### config.mk
export PLATFORM = sky130hd
export DESIGN_NAME = seg7_scan_decoder
export DESIGN_NICKNAME = d
export VERILOG_FILES = /design/src/rtl/seg7_scan_decoder.sv
export SDC_FILE = /design/constraint.sdc
export NUM_CORES = 1
export LEC_CHECK = 0
export ABC_AREA = 1
export ABC_CLOCK_PERIOD_IN_PS = 3090
export CAP_MARGIN = 40
export CORE_MARGIN = 1.5
export CORE_UTILIZATION = 45
export DETAILED_ROUTE_END_ITERATION = 8
export GPL_TIMING_DRIVEN = 0
export PLACE_DENSITY = 0.75
export SLEW_MARGIN = 10
export SYNTH_ARGS = -nofsm -noshare
export SYNTH_HDL_FRONTEND = slang
export SYNTH_SLANG_ARGS = --single-unit
### constraint.sdc
create_clock -name clk -period 3.09 [get_ports clk]
set_input_delay 0.618 -clock clk [delete_from_list [all_inputs] [get_ports clk]]
set_output_delay 0.618 -clock clk [all_outputs]
set_load 0.005 [all_outputs]
### src/rtl/seg7_scan_decoder.sv
// Recovers decimal digit codes from a multiplexed, one-hot-scanned 7-segment bus.
// Completed frames are presented on a valid/ready handshake and held until they are accepted.

// Working storage for one digit position: the latest decoded code/err plus a captured flag.
module seg7_scan_slot (
  input  logic       clk,
  input  logic       rst_n,
  input  logic       wr,
  input  logic       clr,
  input  logic [3:0] code_in,
  input  logic       err_in,
  output logic [3:0] code_nxt,
  output logic       err_nxt,
  output logic       seen
);
  logic [3:0] code;
  logic       err;

  assign code_nxt = wr ? code_in : code;
  assign err_nxt  = wr ? err_in  : err;

  always_ff @(posedge clk or negedge rst_n) begin
    if (!rst_n) begin
      code <= '0;
      err  <= 1'b0;
      seen <= 1'b0;
    end else begin
      code <= code_nxt;
      err  <= err_nxt;
      // A capture that lands on a clear still marks the digit as seen.
      seen <= clr ? wr : (seen | wr);
    end
  end
endmodule

module seg7_scan_decoder #(
  parameter int NUM_DIGITS    = 4,
  parameter int STABLE_CYCLES = 4
) (
  input  logic                    clk,
  input  logic                    rst_n,
  input  logic [6:0]              segments,
  input  logic [NUM_DIGITS-1:0]   digit_sel,
  output logic [4*NUM_DIGITS-1:0] digits,
  output logic [NUM_DIGITS-1:0]   digit_err,
  output logic                    frame_valid,
  input  logic                    frame_ready
);
  localparam int SW = NUM_DIGITS + 7;
  localparam int CW = $clog2(STABLE_CYCLES + 1);

  typedef struct packed {
    logic [3:0] code;
    logic       err;
  } dec_t;

  typedef enum logic {COLLECT, HOLD} state_t;

  function automatic dec_t decode(input logic [6:0] p);
    dec_t d;
    d = '{code: 4'hF, err: 1'b1};
    case (p)
      7'b1111110: d = '{code: 4'h0, err: 1'b0};
      7'b0110000: d = '{code: 4'h1, err: 1'b0};
      7'b1101101: d = '{code: 4'h2, err: 1'b0};
      7'b1111001: d = '{code: 4'h3, err: 1'b0};
      7'b0110011: d = '{code: 4'h4, err: 1'b0};
      7'b1011011: d = '{code: 4'h5, err: 1'b0};
      7'b1011111: d = '{code: 4'h6, err: 1'b0};
      7'b1110000: d = '{code: 4'h7, err: 1'b0};
      7'b1111111: d = '{code: 4'h8, err: 1'b0};
      7'b1110011: d = '{code: 4'h9, err: 1'b0};
      7'b1001111: d = '{code: 4'hE, err: 1'b1};
      7'b0000000: d = '{code: 4'hF, err: 1'b0};
      default:    d = '{code: 4'hF, err: 1'b1};
    endcase
    return d;
  endfunction

  logic [SW-1:0] sync1, sync2;
  logic [CW-1:0] stab_cnt;

  // The counter tracks how long sync2 has held its value, so the strobe sees the
  // settled sample directly in the cycle it fires.
  always_ff @(posedge clk or negedge rst_n) begin
    if (!rst_n) begin
      sync1    <= '0;
      sync2    <= '0;
      stab_cnt <= '0;
    end else begin
      sync1 <= {digit_sel, segments};
      sync2 <= sync1;
      if (sync1 != sync2)
        stab_cnt <= '0;
      else if (stab_cnt != CW'(STABLE_CYCLES))
        stab_cnt <= stab_cnt + CW'(1);
    end
  end

  logic [NUM_DIGITS-1:0] s_sel;
  logic [6:0]            s_seg;
  logic                  strobe, cap_ok;
  dec_t                  dec;

  assign s_sel  = sync2[SW-1:7];
  assign s_seg  = sync2[6:0];
  assign strobe = (stab_cnt == CW'(STABLE_CYCLES - 1));
  assign cap_ok = strobe && $onehot(s_sel);
  assign dec    = decode(s_seg);

  state_t state, state_nxt;
  logic   load, clr;
  logic [NUM_DIGITS-1:0][3:0] code_nxt;
  logic [NUM_DIGITS-1:0]      err_nxt;
  logic [NUM_DIGITS-1:0]      mask;

  for (genvar g = 0; g < NUM_DIGITS; g++) begin : g_slot
    seg7_scan_slot u_slot (
      .clk     (clk),
      .rst_n   (rst_n),
      .wr      (cap_ok && s_sel[g]),
      .clr     (clr),
      .code_in (dec.code),
      .err_in  (dec.err),
      .code_nxt(code_nxt[g]),
      .err_nxt (err_nxt[g]),
      .seen    (mask[g])
    );
  end

  always_ff @(posedge clk or negedge rst_n) begin
    if (!rst_n) state <= COLLECT;
    else        state <= state_nxt;
  end

  // Mask-full is judged on the registered mask; the transfer copies the next-state
  // working values so a capture on the transfer edge still makes it into the frame.
  always_comb begin
    state_nxt = state;
    load      = 1'b0;
    clr       = 1'b0;
    case (state)
      COLLECT: if (&mask) begin
        state_nxt = HOLD;
        load      = 1'b1;
        clr       = 1'b1;
      end
      HOLD: if (frame_ready) state_nxt = COLLECT;
      default: state_nxt = COLLECT;
    endcase
  end

  always_ff @(posedge clk or negedge rst_n) begin
    if (!rst_n) begin
      digits      <= '0;
      digit_err   <= '0;
      frame_valid <= 1'b0;
    end else begin
      frame_valid <= (state_nxt == HOLD);
      if (load) begin
        digits    <= code_nxt;
        digit_err <= err_nxt;
      end
    end
  end
endmodule

After elaboration in Yosys (flattened, before gate mapping)
Index checks and enable logic that the tools add are counted.
{"block": "totals", "reg_bits": 70, "in_bits": 14, "output_inout_bits": 21, "wordCells": 69}
{"block": "classes", "n_addsub": 4, "n_eq_ne": 15, "muxes": 19, "bitwise_logic": 5, "reduce_logical": 8}
{"op": "equality test 7 bit (second input constant)", "count": 9}
{"op": "one-hot mux 5 bit (12 select lines)", "count": 1}
{"op": "2-to-1 mux 4 bit", "count": 4}
{"op": "equality test 7 x 6 -> 1 bit (second input constant)", "count": 2}
{"op": "2-to-1 mux 1 bit", "count": 11}
{"op": "inequality test 11 bit", "count": 1}
{"op": "logical NOT 7 bit", "count": 1}
{"op": "2-to-1 mux 3 bit", "count": 2}
{"op": "logical AND 1 bit", "count": 5}
{"op": "adder 1 x 1 -> 2 bit", "count": 2}
{"op": "bitwise OR 1 bit", "count": 4}
{"op": "AND reduction 4 bit", "count": 1}
{"op": "adder 2 x 2 -> 3 bit", "count": 1}
{"op": "adder 3 x 1 -> 3 bit (second input constant)", "count": 1}
{"op": "equality test 3 x 1 -> 1 bit (second input constant)", "count": 1}
{"op": "equality test 3 x 2 -> 1 bit (second input constant)", "count": 1}
{"op": "inequality test 3 bit (second input constant)", "count": 1}
{"op": "one-hot mux 1 bit (2 select lines)", "count": 1}
{"op": "nonzero test 2 bit", "count": 1}
{"op": "NOT 1 bit", "count": 1}

Depth between registers and ports, before layout
Gate-level depths: netlist (run 1).
{"block": "depth", "depth_word": 7, "depth_mapped": 13, "depth_no_buf": 13}

Cells and area by module
A second synthesis (run 1) with hierarchy kept.
{"block": "unflattened", "cells_unflattened": 338, "area_unflattened_um2": 2946.6}
{"module": "seg7_scan_decoder", "n_inst": 1, "cells_each": 238, "area_per_inst_um2": 2060.7, "seq_area_each_um2": 1151.1}
{"module": "seg7_scan_slot", "n_inst": 4, "cells_each": 25, "area_per_inst_um2": 221.5, "seq_area_each_um2": 150.1}

Least setup slack after synthesis (run 1)
OpenSTA, ideal clock, no wires.
{"block": "synth_path", "path_kind": "flip-flop to flip-flop", "startpoint": "register sync2[7]", "endpoint": "register g_slot[0].u_slot.code[0]", "setup_ns": 0.119, "arrival_ns": 2.275, "required_ns": 2.971, "setup_slack_ns": 0.696, "stages_incl_launch_ff": 11, "path_buffers": 0, "period_less_slack_ns": 2.394, "path_cell_list": "dfrtp_1 > inv_1 > fa_1 > inv_1 > ha_1 > ha_1 > nor2_1 > nand3_1 > nor2_1 > nand3_1 > and2_1"}
{"item": "start, declared", "line": "80", "text": "logic [SW-1:0] sync1, sync2;"}
{"item": "start signal, assigned", "line": "92", "text": "sync2 <= sync1;"}
{"item": "end signal, assigned", "line": "28", "text": "code <= code_nxt;"}
{"item": "end, declared", "line": "16", "text": "logic [3:0] code;"}

Worst setup path after layout (run 1)
{"block": "layout_path", "startpoint": "register sync2[8]", "endpoint": "register digits[2]"}
{"block": "layout_between", "elab_chain_cells": 6}
{"item": "adder 1 x 1 -> 2 bit (implied by the code)", "line": "108", "text": "assign cap_ok = strobe && $onehot(s_sel);"}
{"item": "adder 2 x 2 -> 3 bit (implied by the code)", "line": "108"}
{"item": "equality test 3 x 1 -> 1 bit", "line": "108"}
{"item": "logical AND 1 bit", "line": "108"}
{"item": "logical AND 1 bit", "line": "121", "text": ".wr (cap_ok && s_sel[g]),"}
{"item": "2-to-1 mux 4 bit", "line": "19", "text": "assign code_nxt = wr ? code_in : code;"}
{"item": "end signal, assigned", "line": "161", "text": "digits <= code_nxt;"}
{"item": "end, declared", "line": "44", "text": "output logic [4*NUM_DIGITS-1:0] digits,"}
Every way passes these cells.
A chain may end at the register's enable or synchronous reset.

==> results of run 1 <==
[layer usage]
metal / track usage / vias to the layer above / routed length [microns]
met4: 0.07478 / 0 / 105
li1: - / 1102 / -
met3: 0.03465 / 10 / 126
met1: 0.2168 / 1076 / 2579
met5: 0 / - / 0
met2: 0.2641 / 33 / 2694
[worst max-delay path, stage by stage (launching register included)]
cell	delay [ns]
dfrtp_1	0.37
inv_1	0.09
fa_1	0.51
inv_1	0.04
ha_1	0.17
ha_1	0.27
nor2_1	0.11
nand3_1	0.19
nor2_1	0.59
o21ai_0	0.24
o21ai_1	0.18
[path summary, 6_finish.rpt]
path                                    start                                  to  slack (ns)  cells after the start
setup / recovery           sync2[8]$_DFF_PN0_               digits[2]$_DFFE_PN0P_        0.27                     10
hold / removal                          rst_n  g_slot[2].u_slot.code[0]$_DFF_PN0_        0.17                      1
setup reg to reg           sync2[8]$_DFF_PN0_               digits[2]$_DFFE_PN0P_        0.27                     10
hold reg to reg            sync1[0]$_DFF_PN0_                  sync2[0]$_DFF_PN0_        0.39                      0
max in group asynchronous               rst_n                  sync2[2]$_DFF_PN0_        2.37                      2
min in group clk           sync1[0]$_DFF_PN0_                  sync2[0]$_DFF_PN0_        0.39                      0
[registers in the layout, indices dropped and copies added (netlist names)]
name / flops
digits: 16
g_slot.u_slot.err: 4
g_slot.u_slot.code: 16
g_slot.u_slot.seen: 4
frame_valid: 1
stab_cnt: 3
sync1: 11
sync2: 11
digit_err: 4
[power by group through the flow]
stage / clock network, mW / registers, mW / logic (mW)
after floorplan: 0 / 0.958 / 0.0516
after global placement: 0 / 0.959 / 0.0932
after detailed placement: 0 / 0.960 / 0.0990
after CTS: 0.839 / 0.942 / 0.0994
after global routing: 0.881 / 0.944 / 0.110
final: 0.820 / 0.942 / 0.0965
[synthesized netlist by cell type (all sizes together), types with 4 or more instances]
cell	count	share of area
xor2	6	0.017
inv	25	0.031
nand2	81	0.11
nor2	24	0.046
nand3	43	0.080
clkbuf	4	0.0048
dfrtp	70	0.57
and2	16	0.032
ha	5	0.020
or2	21	0.042
o21ai	13	0.021
[cell type report]
cell class	instances	area [sq um]
well taps	80	100.1
clock inverters	5	81.33
repair buffers	35	357.8
plain buffers	6	37.54
inverters	25	96.34
multi-input cells	218	1210
flip-flops and latches	70	1752
fillers	589	2943
clock buffers	11	141.4
[logic make-up (layout without fill, tap and decap cells)]
| group | after synthesis | in the layout | share of synthesized area |
|---|---|---|---|
| AND/OR/NAND/NOR | 190 | 190 | 0.3201 |
| flip-flops | 70 | 70 | 0.5659 |
| buffers and inverters | 31 | 82 | 0.04325 |
| AO/OA/AOI/OAI | 15 | 15 | 0.02425 |
| XOR/XNOR | 7 | 7 | 0.01981 |
| adder cells (fa/ha/maj) | 6 | 6 | 0.02668 |
[metrics by stage]
step	cells	utilization	TNS (ns)	area, sq um
6_report	450	0.5620	0	3776
2_1_floorplan	319	-	0	3095
3_5_place_dp	434	0.5289	0	3553
3_3_place_gp	433	0.5263	-61.68	3536
4_1_cts	450	0.5620	0	3776
5_1_grt	450	0.5620	0	3776
==> results.md, run 1 <==
* Status: finished clean
* First-pass GRT wire length at around 9500 microns
* Die Area at between 7000 and 8000 sq um
* Power consumption at about 1.9 mW
* Switch Pwr at approximately 0.41 mW
* GR Util All Layers at 0.1651
* P&R area growth vs syn at 21.99%
* DR iter-0 viols at ~110
* Unique cell type count in the Yosys netlist at 29
* Slew headroom at 0.5420
* Post-synth ARST share at 1.000
* YS warnings at 0
* Core Area at roughly 6700 sq um
* Die height at between 80 and 90 microns
* Crit path launch type: flop
* Final setup margin at roughly 0.27 ns
* Cells after Synth at between 300 and 400
* Skew final at slightly above 0.009 ns
* Max Buffers Root-to-Sink at 2
* Post-layout nets at just under 400
* CTS resizes at 0
* Post-DP HPWL at between 3000 and 4000 microns
* Std-Cell Rows at 30
* Post-synthesis cell area at between 3000 and 4000 sq um
* Mean Syn Cell Area at ~9.7 sq um
* Final hold vios at 0
* Crit path capture type: flop
* DRT Pass-1 Iters at 4
* Vias in the first global route at approximately 2,200
* Critical path class: flop to flop
* Mapped Nets at 339
* Pre-CTS WS at a little under 0.3 ns
* CTS root buffer: clkbuf_8
* Final Wtd Congestion at roughly 0.92
* EDFF count, synth at 0
* Worst endpoint required time at between 3 and 4 ns
* Grt total ovfl at 0
* Total power density per cell area at slightly below 500 nW/um^2
* Worst path arrival time at slightly above 3 ns
* Min cycle time layout at around 2.8 ns
* Max Fclk at roughly 350 MHz
* Prevailing post-synth register cell: dfrtp_1
* Comb power frac at 0.052
* IO Port Bufs at 34
* VDD IR max at between 0.0002 and 0.0003 V
* Die width at between 80 and 90 microns
* Worst hold path class: input pin to async pin
* Seq cells post-synth at 70
* # IOs at 35
* N_diodes at 0
* Setup violators final at 0
* Clock Power Share at 0.441
* H-tree Lvls at 3
* Starting Density at 0.4607
* Antenna viol nets, final at 0
* Layout cells sized above 1 at 0.1811
* Cts bufs inserted at 9
* Final Max Slew Viols at 0
* Final worst-path cycle share at 0.9117
* Post-CTS setup buffer count at 0
* CP Max Fanout at 10
* Initial antenna violation count at 0
* Commonest non-fill, non-tap cell in the layout: nand2_1
* DRC viols at 0
* Clock transition at path regs at ~0.08 ns
* Least-Margin Pin Slew at 0.6845 ns
* Leakage at slightly below 2 nW
* CTS tree: built
* Max cap viols at 0
* Pint at 1.449 mW
* CTS Hold Buffers Added at 0
* Vias per Instance at around 4.9
* Worst-skew pair later-pin latency at 0.34 ns
* RSZ-0062 raised after global routing: false
* Vias at between 2,000 and 2,500
* Largest net degree at the start of global routing at 46
* Switch share at 0.2204
* Min Hold Slack at around 0.17 ns
* Per-cell routed wire length at roughly 12 microns
* Final wirelength at roughly 5500 microns
* CTS sink cnt at 70
* Seq/Total Area, Yosys at 0.5659
* Commonest non-fill, non-tap cells in the layout: 73 x nand2_1, 70 x dfrtp_1, 38 x nand3_1
* Sequential Power Share at 0.507
No activity file was read; power rests on OpenSTA's default activity.
==> run 2, diff against run 1 <==
--- a/config.mk
+++ b/config.mk
@@ -6,7 +6,7 @@
 export NUM_CORES = 1
 export LEC_CHECK = 0
 export ABC_AREA = 1
-export ABC_CLOCK_PERIOD_IN_PS = 3090
+export ABC_CLOCK_PERIOD_IN_PS = 3300
 export CAP_MARGIN = 40
 export CORE_MARGIN = 1.5
 export CORE_UTILIZATION = 45
==> constraint.sdc (replaced) <==
create_clock -name clk -period 3.3 [get_ports clk]
set_input_delay 0.66 -clock clk [delete_from_list [all_inputs] [get_ports clk]]
set_output_delay 0.66 -clock clk [all_outputs]
set_load 0.005 [all_outputs]
==> results of run 2 <==
The final DEF is identical to that of run 1. Status: finished clean.
Main changes from that run: setup slack after placement 0.2941 ns -> 0.5041 ns; setup slack after layout 0.2730 ns -> 0.4830 ns; hold slack 0.1739 ns -> 0.2159 ns; register-to-register setup slack 0.27 ns -> 0.48 ns; total power 1.859 mW -> 1.741 mW; worst IR drop on VDD 0.0002839 V -> 0.0002658 V
==> run 3, diff against run 2 <==
--- a/config.mk
+++ b/config.mk
@@ -8,7 +8,6 @@
 export ABC_AREA = 1
 export ABC_CLOCK_PERIOD_IN_PS = 3300
 export CAP_MARGIN = 40
-export CORE_MARGIN = 1.5
 export CORE_UTILIZATION = 45
 export DETAILED_ROUTE_END_ITERATION = 8
 export GPL_TIMING_DRIVEN = 0
==> results.md, run 3 (synthesized netlist as in run 1, its figures left out) <==
* Largest net degree at the start of global routing at 62
* Starting Density at 0.4766
* Final hold vios at 0
* Pint at about 1.2 mW
* # fillers at 569
* First-pass GRT wire length at ~9700 microns
* Vias at between 2,000 and 2,500
* Switch Pwr at 0.3744 mW
* Core Area at 6495 sq um
* Leakage at approximately 1.9 nW
* Crit path launch type: flop
* # IOs at 35
* Std-Cell Rows at 29
* Failing checks: DRC
* VDD IR max at approximately 0.00029 V
* Commonest non-fill, non-tap cell in the layout: nand2_1
* Min Hold Slack at roughly 0.14 ns
* Antenna viol nets, final at 0
* Clock Power Share at 0.397
* H-tree Lvls at 3
* Post-CTS setup buffer count at 0
* Post-layout nets at roughly 390
* Final wirelength at roughly 5500 microns
* Min cycle time layout at 2.758 ns
* Worst endpoint required time at roughly 3.5 ns
* Critical path class: flop to flop
* DR iter-0 viols at 138
* Reg2Reg Depth at 10
* CTS sink cnt at 70
* CTS root buffer: clkbuf_8
* Max Buffers Root-to-Sink at 2
* Slew headroom at 0.5747
* IO Port Bufs at 34
* Commonest non-fill, non-tap cells in the layout: 73 x nand2_1, 70 x dfrtp_1, 38 x nand3_1
* Worst-skew pair later-pin latency at between 0.3 and 0.4 ns
* Layout cells sized above 1 at 0.1789
* Total power density per cell area at around 430 nW/um^2
* Final Wtd Congestion at 0.8882
* Worst path arrival time at approximately 3 ns
* Worst hold path class: input pin to async pin
* Vias in the first global route at around 2,200
* Max cap viols at 0
* Status: complete, but fails checks
* Initial antenna violation count at 0
* Skew final at approximately 0.0048 ns
* Switch share at 0.2316
* Vias per Instance at a little under 5
* Clock transition at path regs at roughly 0.07 ns
* P&R area growth vs syn at 20.90%
* GR Util All Layers at 0.1758
* Crit path capture type: flop
* Die width at 84.94 microns
* Max Fclk at about 360 MHz
* Largest regs: digits (16), g_slot.u_slot.code (16)
* DRC viols at 2
* RSZ-0062 raised after global routing: false
* CTS tree: built
* Grt total ovfl at 0
* Power consumption at around 1.6 mW
* Comb power frac at 0.057
* Setup violators final at 0
* Post-DP HPWL at 3895 microns
* N_diodes at 0
* CP Max Fanout at 10
* Final worst-path cycle share at 0.8357
* Final Max Slew Viols at 0
* Per-cell routed wire length at about 12 microns
* Die height at 84.94 microns
* CTS Hold Buffers Added at 0
* CTS resizes at 0
* DRT Pass-1 Iters at 6
* Sequential Power Share at 0.546
* Least-Margin Pin Slew at 0.6355 ns
* Cts bufs inserted at 9
* Die Area at between 7000 and 8000 sq um
-- run 3: area by class of cell --
type	count	area, sq um	area share
Clock inverter	2	16.27	0.004346
Multi-Input combinational cell	218	1210	0.3233
Tap cell	77	96.34	0.02574
Inverter	25	96.34	0.02574
Sequential cell	70	1752	0.4681
Clock buffer	13	168.9	0.04514
Buffer	6	37.54	0.01003
Timing Repair Buffer	35	365.4	0.09763
-- run 3: stage by stage --
step	utilization	std cells	worst slack (ns)	cell area [sq um]	setup TNS [ns]
global placement	0.5438	430	-0.7028	3532	-48.94
CTS	0.5762	446	0.5416	3742	0
floorplan	-	319	0.9060	3095	0
finish	0.5762	446	0.5421	3742	0
detailed placement	0.5477	431	0.5664	3557	0
global route	0.5762	446	0.2354	3742	0
-- run 3: power by group through the flow --
stage / Clock (mW) / Combinational, mW / Sequential, mW
3_5_place_dp: 0 / 0.0941 / 0.899
4_1_cts: 0.659 / 0.0945 / 0.882
6_report: 0.642 / 0.0927 / 0.882
3_3_place_gp: 0 / 0.0870 / 0.898
2_1_floorplan: 0 / 0.0484 / 0.897
5_1_grt: 0.698 / 0.105 / 0.883
-- run 3: critical path: stages (launching register included) --
cell and delay (ns):
dfrtp_1 0.33, inv_1 0.09, fa_1 0.55, inv_1 0.04, ha_1 0.17, ha_1 0.27, nor2_1 0.10, nand3_1 0.18
nor2_1 0.55, nand3_1 0.18, and2_1 0.18
-- run 3: layer usage --
metal | part of all wire | vias to the layer above | track usage
met4 | 0.021 | 0 | 0.08629
met1 | 0.48 | 1030 | 0.2196
li1 | - | 1098 | -
met2 | 0.47 | 29 | 0.2786
met5 | 0 | - | 0
met3 | 0.029 | 11 | 0.05447
-- run 3: final timing paths --
check                                    from                            endpoint  slack (ns)
max                        sync2[7]$_DFF_PN0_  g_slot[0].u_slot.code[0]$_DFF_PN0_        0.54
min                                     rst_n                  sync1[1]$_DFF_PN0_        0.14
max reg2reg                sync2[7]$_DFF_PN0_  g_slot[0].u_slot.code[0]$_DFF_PN0_        0.54
min reg2reg                sync1[3]$_DFF_PN0_                  sync2[3]$_DFF_PN0_        0.39
max in group asynchronous               rst_n  g_slot[1].u_slot.code[1]$_DFF_PN0_        2.63
min in group clk           sync1[3]$_DFF_PN0_                  sync2[3]$_DFF_PN0_        0.39
